### src/rtl/fetch_unit_if.sv
// fetch_unit_if: instruction-memory request/response and decode handoff.
// master = fetch side, slave = memory/decode side.
interface fetch_unit_if #(
  parameter int PC_WIDTH = 32,
  parameter int INSTR_W  = 32
);
  logic                imem_req_valid;
  logic                imem_req_ready;
  logic [PC_WIDTH-1:0] imem_req_addr;
  logic                imem_rsp_valid;
  logic [INSTR_W-1:0]  imem_rsp_data;
  logic                if_valid;
  logic                if_ready;
  logic [INSTR_W-1:0]  if_instr;
  logic [PC_WIDTH-1:0] if_pc;
  logic                if_misalign;

  modport master (
    output imem_req_valid,
    input  imem_req_ready,
    output imem_req_addr,
    input  imem_rsp_valid,
    input  imem_rsp_data,
    output if_valid,
    input  if_ready,
    output if_instr,
    output if_pc,
    output if_misalign
  );

  modport slave (
    input  imem_req_valid,
    output imem_req_ready,
    input  imem_req_addr,
    output imem_rsp_valid,
    output imem_rsp_data,
    input  if_valid,
    output if_ready,
    input  if_instr,
    input  if_pc,
    input  if_misalign
  );
endinterface

### src/rtl/fetch_unit.sv
// fetch_unit: in-order fetch, pc pairing, decode FIFO, redirect flush.
// Option FETCH_MISALIGN_TRAP_EN: misaligned pc yields a marker entry.
module fetch_unit #(
  parameter int PC_WIDTH   = 32,
  parameter int INSTR_W    = 32,
  parameter int FIFO_DEPTH = 2
) (
  input  logic                clk,
  input  logic                rst,
  input  logic [PC_WIDTH-1:0] pc,
  input  logic [PC_WIDTH-1:0] pc_plus_4,
  output logic [PC_WIDTH-1:0] next_pc,
  input  logic                redirect_valid,
  input  logic [PC_WIDTH-1:0] redirect_pc,
  fetch_unit_if.master        bus
);
  localparam int AW = $clog2(FIFO_DEPTH);
  localparam int CW = AW + 1;
  localparam logic [CW-1:0] DEPTH_C = CW'(FIFO_DEPTH);

  typedef struct packed {
    logic                mis;
    logic [PC_WIDTH-1:0] pc;
    logic [INSTR_W-1:0]  instr;
  } ent_t;

  logic [CW-1:0] outstanding;
  logic [CW-1:0] discard;
  logic [CW-1:0] fcount;
  logic [CW-1:0] credit;
  logic [AW-1:0] pwr, prd;
  logic [AW-1:0] fwr, frd;
  logic [PC_WIDTH-1:0] pq [FIFO_DEPTH];
  ent_t fq [FIFO_DEPTH];
  ent_t push_ent;

  logic can_issue;
  logic blocked;
  logic mark_push;
  logic req_hs;
  logic rsp;
  logic rsp_keep;
  logic push;
  logic pop;

  assign credit    = outstanding + fcount;
  assign can_issue = !rst && (credit < DEPTH_C);

`ifdef FETCH_MISALIGN_TRAP_EN
  logic trapped;
  logic mis_pc;
  logic pend_empty;

  assign mis_pc     = pc[1:0] != 2'b00;
  assign blocked    = mis_pc | trapped;
  // wait for live fetches to land so the marker stays in order
  assign pend_empty = outstanding == discard;
  assign mark_push  = can_issue & mis_pc & !trapped
                    & !redirect_valid & pend_empty;

  // Trap latch: one marker per misaligned target, cleared by redirect
  always_ff @(posedge clk or posedge rst) begin
    if (rst)                 trapped <= 1'b0;
    else if (redirect_valid) trapped <= 1'b0;
    else if (mark_push)      trapped <= 1'b1;
  end
`else
  assign blocked   = 1'b0;
  assign mark_push = 1'b0;
`endif

  assign bus.imem_req_valid = can_issue & !redirect_valid & !blocked;
  assign bus.imem_req_addr  = pc;
  assign req_hs = bus.imem_req_valid & bus.imem_req_ready;

  assign next_pc = redirect_valid ? redirect_pc :
                   req_hs         ? pc_plus_4   : pc;

  assign rsp      = bus.imem_rsp_valid;
  assign rsp_keep = rsp & (discard == '0) & !redirect_valid;
  assign push     = rsp_keep | mark_push;

  // Select FIFO entry: memory response or misalign marker
  always_comb begin
    push_ent.mis   = 1'b1;
    push_ent.pc    = pc;
    push_ent.instr = '0;
    if (rsp_keep) begin
      push_ent.mis   = 1'b0;
      push_ent.pc    = pq[prd];
      push_ent.instr = bus.imem_rsp_data;
    end
  end

  assign bus.if_valid    = (fcount != '0) & !redirect_valid;
  assign pop             = bus.if_valid & bus.if_ready;
  assign bus.if_instr    = fq[frd].instr;
  assign bus.if_pc       = fq[frd].pc;
  assign bus.if_misalign = fq[frd].mis;

  // In-flight count and stale responses to drop after a redirect
  always_ff @(posedge clk or posedge rst) begin
    if (rst) begin
      outstanding <= '0;
      discard     <= '0;
    end else begin
      outstanding <= outstanding + CW'(req_hs) - CW'(rsp);
      if (redirect_valid)
        discard <= outstanding - CW'(rsp);
      else if (rsp && discard != '0)
        discard <= discard - CW'(1);
    end
  end

  // Pending-address queue pointers
  always_ff @(posedge clk or posedge rst) begin
    if (rst) begin
      pwr <= '0;
      prd <= '0;
    end else if (redirect_valid) begin
      pwr <= '0;
      prd <= '0;
    end else begin
      if (req_hs)   pwr <= pwr + AW'(1);
      if (rsp_keep) prd <= prd + AW'(1);
    end
  end

  // Pending-address storage
  always_ff @(posedge clk) begin
    if (req_hs) pq[pwr] <= pc;
  end

  // Decode FIFO pointers and occupancy
  always_ff @(posedge clk or posedge rst) begin
    if (rst) begin
      fwr    <= '0;
      frd    <= '0;
      fcount <= '0;
    end else if (redirect_valid) begin
      fwr    <= '0;
      frd    <= '0;
      fcount <= '0;
    end else begin
      if (push) fwr <= fwr + AW'(1);
      if (pop)  frd <= frd + AW'(1);
      fcount <= fcount + CW'(push) - CW'(pop);
    end
  end

  // Decode FIFO storage
  always_ff @(posedge clk) begin
    if (push) fq[fwr] <= push_ent;
  end
endmodule

### src/flat_wrapper.sv
// flat-port wrapper written by rule: the top's interface ports become plain ports
module fetch_unit_flat 
#(
  parameter int PC_WIDTH   = 32,
  parameter int INSTR_W    = 32,
  parameter int FIFO_DEPTH = 2
)
  (clk, rst, pc, pc_plus_4, next_pc, redirect_valid, redirect_pc, bus_imem_req_valid, bus_imem_req_ready, bus_imem_req_addr, bus_imem_rsp_valid, bus_imem_rsp_data, bus_if_valid, bus_if_ready, bus_if_instr, bus_if_pc, bus_if_misalign);
  fetch_unit_if #(.PC_WIDTH(PC_WIDTH), .INSTR_W(INSTR_W)) bus_i ();
  input  logic clk;
  input  logic rst;
  input  logic [PC_WIDTH-1:0] pc;
  input  logic [PC_WIDTH-1:0] pc_plus_4;
  output logic [PC_WIDTH-1:0] next_pc;
  input  logic redirect_valid;
  input  logic [PC_WIDTH-1:0] redirect_pc;
  output wire logic [$bits(bus_i.imem_req_valid)-1:0] bus_imem_req_valid;
  input wire logic [$bits(bus_i.imem_req_ready)-1:0] bus_imem_req_ready;
  output wire logic [$bits(bus_i.imem_req_addr)-1:0] bus_imem_req_addr;
  input wire logic [$bits(bus_i.imem_rsp_valid)-1:0] bus_imem_rsp_valid;
  input wire logic [$bits(bus_i.imem_rsp_data)-1:0] bus_imem_rsp_data;
  output wire logic [$bits(bus_i.if_valid)-1:0] bus_if_valid;
  input wire logic [$bits(bus_i.if_ready)-1:0] bus_if_ready;
  output wire logic [$bits(bus_i.if_instr)-1:0] bus_if_instr;
  output wire logic [$bits(bus_i.if_pc)-1:0] bus_if_pc;
  output wire logic [$bits(bus_i.if_misalign)-1:0] bus_if_misalign;
  assign bus_imem_req_valid = bus_i.imem_req_valid;
  assign bus_i.imem_req_ready = bus_imem_req_ready;
  assign bus_imem_req_addr = bus_i.imem_req_addr;
  assign bus_i.imem_rsp_valid = bus_imem_rsp_valid;
  assign bus_i.imem_rsp_data = bus_imem_rsp_data;
  assign bus_if_valid = bus_i.if_valid;
  assign bus_i.if_ready = bus_if_ready;
  assign bus_if_instr = bus_i.if_instr;
  assign bus_if_pc = bus_i.if_pc;
  assign bus_if_misalign = bus_i.if_misalign;
  fetch_unit #(.PC_WIDTH(PC_WIDTH), .INSTR_W(INSTR_W), .FIFO_DEPTH(FIFO_DEPTH)) u_core (.clk(clk), .rst(rst), .pc(pc), .pc_plus_4(pc_plus_4), .next_pc(next_pc), .redirect_valid(redirect_valid), .redirect_pc(redirect_pc), .bus(bus_i));
endmodule
### config.mk
export PLATFORM = sky130hd
export DESIGN_NAME = fetch_unit_flat
export DESIGN_NICKNAME = d
export VERILOG_FILES = /design/src/rtl/fetch_unit_if.sv /design/src/rtl/fetch_unit.sv /design/src/flat_wrapper.sv
export SDC_FILE = /design/constraint.sdc
export NUM_CORES = 1
export LEC_CHECK = 0
export CORE_UTILIZATION = 45
export CTS_CLUSTER_DIAMETER = 80
export CTS_CLUSTER_SIZE = 10
export DETAILED_ROUTE_END_ITERATION = 6
export PLACE_DENSITY = 0.8
export SYNTH_ARGS = -nofsm -noshare
export SYNTH_HDL_FRONTEND = slang
export SYNTH_SLANG_ARGS = --single-unit
### constraint.sdc
create_clock -name clk -period 6.4 [get_ports clk]
set_clock_uncertainty 0.1 [all_clocks]
set_input_delay 1.28 -clock clk [delete_from_list [all_inputs] [get_ports clk]]
set_output_delay 1.28 -clock clk [all_outputs]
set_load 0.05 [all_outputs]
# --- Yosys cells after proc, flatten, opt, wreduce, memory -nomap -nowiden ---
# Memories as Yosys holds them, arrays and structs flattened.
# Index checks and enable logic that the tools add are counted.
word_totals:
  output_inout_bits: 131
  reg_bits: 10
  mem_count: 2
  wordCells: 56
  ramBits: 194
op_classes:
  n_reduce_logical: 11
  n_mux: 18
  add_sub_neg: 11
  bitwise: 6
  order_cmp: 1
mem_list:
  columns: ["name", "depth", "width", "read_ports", "rd_ports_with_merged_regs", "write_ports", "line", "source"]
  rows:
  - ["u_core.fq", 2, 65, 1, 0, 1, "fetch_unit.sv:34", "ent_t fq [FIFO_DEPTH];"]
  - ["u_core.pq", 2, 32, 1, 0, 1, "fetch_unit.sv:33", "logic [PC_WIDTH-1:0] pq [FIFO_DEPTH];"]
op_table:
  columns: ["op", "n"]
  rows:
  - ["65-bit 2-to-1 mux", 1]
  - ["32-bit 2-to-1 mux", 2]
  - ["1-bit 2-to-1 mux", 12]
  - ["2-bit nonzero test", 6]
  - ["1-bit AND", 6]
  - ["2-bit 2-to-1 mux", 3]
  - ["2-bit by 1-bit subtractor with 2-bit output", 3]
  - ["1-bit adder, second input constant", 4]
  - ["2-bit by 1-bit adder with 2-bit output", 2]
  - ["2-bit adder", 1]
  - ["1-bit logical AND", 2]
  - ["1-bit zero test", 2]
  - ["2-bit zero test", 1]
  - ["2-bit less-than comparator, second input constant", 1]
  - ["2-bit by 1-bit subtractor with 2-bit output, second input constant", 1]

# --- Logic depth before layout (Yosys ltp) ---
logic_depth:
  depth_word: 7
  depth_mapped: 10

# --- Worst setup path before layout ---
# Ideal clock, no wire load.
synth_path:
  path_kind: "in2reg"
  from: "in redirect_valid"
  to: "mem u_core.fq[0][0] (netlist bit), enable pin"
  arrival_time_ps: 4836
  cell_stages: 5
  required_time_ps: 5811
  slack_ps: 975
  setup_ps: 489
  path_buffers: 3
  path_cell_list: "clkbuf_1 > or2_2 > buf_2 > clkbuf_1 > nor2_1"
synth_via:
  elab_chain_cells: 4
synth_rtl:
  columns: ["element", "line", "source"]
  rows:
  - ["from (decl)", "flat_wrapper.sv:15", "input logic redirect_valid;"]
  - ["1-bit zero test", "fetch_unit.sv:80", "assign rsp_keep = rsp & (discard == '0) & !redirect_valid;"]
  - ["1-bit AND", "fetch_unit.sv:80", null]
  - ["1-bit 2-to-1 mux", "fetch_unit.sv:153", "if (push) fq[fwr] <= push_ent;"]
  - ["1-bit 2-to-1 mux (implied by the code)", "fetch_unit.sv:153", null]
  - ["to (decl)", "fetch_unit.sv:34", null]
# Every way passes these cells.

# --- Worst setup path in the final report ---
layout_path:
  from: "in rst"
  to: "out next_pc[24]"
layout_via:
  elab_chain_cells: 6
layout_rtl:
  columns: ["element", "line", "source"]
  rows:
  - ["from (decl)", "flat_wrapper.sv:11", "input logic rst;"]
  - ["1-bit zero test", "fetch_unit.sv:47", "assign can_issue = !rst && (credit < DEPTH_C);"]
  - ["1-bit logical AND", "fetch_unit.sv:47", null]
  - ["1-bit AND", "fetch_unit.sv:72", "assign bus.imem_req_valid = can_issue & !redirect_valid & !blocked;"]
  - ["1-bit AND", "fetch_unit.sv:74", "assign req_hs = bus.imem_req_valid & bus.imem_req_ready;"]
  - ["32-bit 2-to-1 mux", "fetch_unit.sv:77", "req_hs ? pc_plus_4 : pc;"]
  - ["32-bit 2-to-1 mux", "fetch_unit.sv:76", "assign next_pc = redirect_valid ? redirect_pc :"]
  - ["to (decl)", "flat_wrapper.sv:14", "output logic [PC_WIDTH-1:0] next_pc;"]
# Every way passes these cells.

==> summary.txt <==
Outcome
  • Run status: complete, no violations

STA
  • Final setup violating endpoints: 0
  • Count of endpoints failing hold in the final timing report: 0
  • Fmax: 0.1906 GHz
  • Final TNS setup: 0 ns
  • Remaining max-slew budget at the tightest pin: 18.76%
  • Number of max-slew violations in the final report: 0
  • Worst-Margin Slew: 1.219 ns
  • Final critical path time including I/O delays and setup: 5.247 ns
  • Share of the clock period used by the worst path after layout: 81.99%
  • Unrepaired setup endpoints after global routing: no

Global route
  • Most heavily used metal layer in global routing: met2
  • Global routing usage on met2: 35.65%
  • Via count of the first global-routing pass: 6,041
  • Met1 track demand over resource in global routing: 24.85%
  • Wire length of the first global-routing pass: 31,950 um
  • Overall routing resource usage: 20.31%
  • Met3 GRT Util: 4.868%
  • Initial antenna violation count: 0
  • Largest net degree at the start of global routing: 67
  • Global route overflow: 0

Worst setup path
  • Critical Setup Path Class: primary input to primary output
  • Crit path DAT: 3.87 ns
  • Required time of the critical path: 5.02 ns
  • WP buf/inv: 2
  • Series of cell instances along the critical path: clkdlybuf4s50_1 -> nor2b_4 -> a31oi_1 -> a21oi_1 -> clkdlybuf4s50_1
  • CP delay by family, top: buffers and inverters
  • Sort of element at the start of the critical path: primary input
  • Most common cell on crit path: clkdlybuf4s50_1
  • Endpoint of the worst register-to-register path: u_core.pq[1][21]
  • Reg-to-reg slack, setup: 2.98 ns
  • Critical Path Sink Type: primary output
  • Number of cells on the critical path: 5
  • Crit Path Max Fanout: 33
  • Launch instance of the worst register-to-register path: u_core.fcount[1]
  • R2R cell count: 5
  • Max stage delay on crit path: 0.85 ns
  • Critical-path cell with the highest stage delay: clkdlybuf4s50_1

Worst hold path
  • Number of instances on the worst hold path: 2
  • Min-Delay Endpoint: u_core.discard[1]
  • Beginning of the worst hold path: u_core.discard[1]
  • Hold WC Path Type: register to register

Floorplan
  • X dimension of the die: 144.6 um
  • Starting density of the core: 46.42%
  • Core outline area: 19,720 sq um
  • Row Count: 51
  • Die height: 144.6 um
  • Overall die area: 20,910 sq um
  • Number of primary I/O pins: 265

Pwr
  • Leakage power: 4.285 nW
  • Power per cell area: 336.0 nW/um^2
  • Net Sw Power: 1.405 mW
  • Switching Share: 33.48%
  • Share of power burned in the clock network: 29.0%
  • Reg power frac: 39.9%
  • Combinational share of power: 31.1%
  • Cell internal power dissipation: 2.792 mW
  • Worst VDD drop: 0.1697 mV

Clock network
  • Number of buffers added for setup after CTS: 0
  • Clock buffer depth: 3
  • Latest clock arrival within the worst-skew pair: 0.50 ns
  • Number of buffers added by the clock tree synthesis step: 24
  • CTS tree: built
  • Cell chosen for the clock root: clkbuf_16
  • Clock transition time at the flip-flop clock pins of the worst setup and hold paths: 0.06 ns
  • Number of hold buffers added after cts: 0
  • Count of clock tree sinks: 204
  • Clock H-tree levels: 1
  • Cts repair resizes: 0

Logic synthesis
  • Cells after synthesis: 653
  • Number of synthesized flops with an enable pin: 194
  • Part of the Yosys area used for sequential elements: 66.38%
  • Ys flop type: edfxtp_1
  • Number of storage elements in the synthesis netlist: 204
  • Net count of the mapped netlist: 792
  • Main area contributors after synthesis: edfxtp_1 (64%), mux2_2 (8.1%), mux2i_1 (3.6%), o21ai_0 (3.4%), dfrtp_1 (2.7%)
  • Area share of the largest cell type after synthesis: 63.65%
  • Ys Warns: 0
  • Average size of a mapped cell: 14.02 sq um
  • Fraction of registers with async set/reset: 4.902%
  • Dominant cell type by area after synthesis: edfxtp_1
  • Synth Cell Area: 9153 sq um
  • Number of library cell types mapped by synthesis: 29

Placed design
  • Routability Congestion: 0.7065
  • # placed instances: 1,114
  • Half-perimeter wire length of the detailed placement result: 13,600 um
  • I/O Buffers: 264

Detailed routing
  • Drt via density: 5.181
  • DRC violations left: 0
  • Aggregate routed wire length: 21,490 um
  • DRT Pass-1 Iters: 5
  • Via count: 6,000
  • Starting DRC count in detailed routing: 281
  • Average detailed-routed wire length per instance: 18.56 um
  • Antenna Nets Post-Route: 0

Job
  • Number of maximum-capacitance violations: 0

Cells and area
  • Number of cells in the finished layout apart from fillers: 1,158
  • Antenna cells: 0
  • Final Net Count: 1,014
  • P&R area growth vs syn: 36.50%
  • Fraction of layout cells with a size suffix above 1: 12.54%
power groups by stage:
stage	logic (mW)	registers [mW]	clock network [mW]
4_1_cts	1.32	1.68	1.24
2_1_floorplan	0.953	1.64	0
5_1_grt	1.39	1.69	1.30
6_report	1.31	1.67	1.22
3_3_place_gp	1.30	1.70	0
3_5_place_dp	1.31	1.70	0
stage by stage:
stage / util (%) / area [sq um] / total power [mW] / worst slack, ns / hold WS, ns
after CTS: 63.36 / 12490 / 4.235 / 1.163 / 0.4773
after floorplan: - / 9153 / 2.590 / 0.9754 / 0.4185
final: 63.36 / 12490 / 4.197 / 1.153 / 0.4664
after global routing: 63.36 / 12490 / 4.375 / 1.035 / 0.5164
after detailed placement: 59.80 / 11790 / 3.016 / 1.169 / 0.4658
after global placement: 59.80 / 11790 / 2.995 / 1.188 / 0.4443
worst max-delay path by stage:
stage / startpoint / end
after floorplan: redirect_valid / u_core.fq[0][0]
after global placement: bus_imem_req_ready / next_pc[24]
after detailed placement: rst / next_pc[24]
after CTS: bus_imem_req_ready / next_pc[24]
after global routing: bus_imem_req_ready / next_pc[0]
final: rst / next_pc[24]
cells by family (layout without fill, tap and decap cells):
| logic type | after synthesis | count (layout) | synth area share [%] |
|---|---|---|---|
| flip-flops | 204 | 204 | 66.38 |
| AO/OA/AOI/OAI | 133 | 133 | 7.710 |
| AND/OR/NAND/NOR | 119 | 119 | 7.027 |
| multiplexers | 99 | 99 | 11.73 |
| buffers and inverters | 83 | 323 | 5.263 |
| XOR/XNOR | 10 | 10 | 1.203 |
| adder cells (fa/ha/maj) | 5 | 5 | 0.6835 |
worst reg2reg max path, cell delays in order, from the launching register on:
cell and delay [ns]:
dfrtp_1 0.42, xnor2_2 0.24, xnor2_4 0.97, nand2_4 0.13, nor3b_4 0.81, buf_4 0.42
registers in the layout (all words and copies together) (netlist names):
signal / flops
u_core.discard: 2
u_core.fcount: 2
u_core.fq: 130
u_core.frd: 1
u_core.fwr: 1
u_core.outstanding: 2
u_core.pq: 64
u_core.prd: 1
u_core.pwr: 1
cell usage after synthesis, types with 2 or more instances:
| cell | number |
|---|---|
| inv_1 | 8 |
| xnor2_2 | 2 |
| ha_1 | 5 |
| xor2_1 | 3 |
| nand2_1 | 35 |
| a31oi_1 | 32 |
| nor2_1 | 9 |
| buf_4 | 33 |
| edfxtp_1 | 194 |
| xnor2_1 | 4 |
| buf_2 | 13 |
| mux2i_1 | 33 |
| dfrtp_1 | 10 |
| a21oi_1 | 36 |
| o21ai_1 | 2 |
| clkbuf_1 | 24 |
| mux2_2 | 66 |
| nor3_1 | 2 |
| and2_1 | 34 |
| o21ai_0 | 63 |
| nor2b_1 | 34 |
| buf_6 | 4 |
placed cells by master (no fill, tap or decap):
cell	netlist	final
a21oi_1	36	36
a31oi_1	32	32
and2_1	34	33
and2_4	0	1
buf_12	0	1
buf_2	13	1
buf_4	33	6
clkbuf_1	24	18
clkbuf_16	0	25
clkdlybuf4s50_1	0	263
clkinv_4	0	1
dfrtp_1	10	8
dfrtp_2	0	1
dfrtp_4	0	1
edfxtp_1	194	194
ha_1	5	5
inv_1	8	8
mux2_2	66	66
mux2i_1	33	33
nand2_1	35	35
nand2_4	1	1
nand2b_1	1	1
nor2_1	9	8
nor2_4	0	1
nor2b_1	34	33
nor2b_4	0	1
nor3_1	2	1
nor3_2	0	1
nor3b_4	0	1
o21ai_0	63	63
o21ai_1	2	2
or2_2	1	1
or3_1	1	1
xnor2_1	4	4
xnor2_2	2	1
xnor2_4	0	1
xor2_1	3	3
xor2_4	0	1
cell type report:
type	count	area, sq um
inverter	8	30.03
multi-input combinational	366	2646
sequential	204	6081
fill	1481	7224
clock buffer	43	693.2
clock inverter	1	8.758
timing repair buffer	271	2703
tap	265	331.6
metal layers:
layer	vias to the layer above	part of all wire, %
met2	216	50
met1	2932	41
met3	26	7.0
met5	-	0
met4	0	1.8
li1	2826	-
Power figures use the tool's default switching activity.
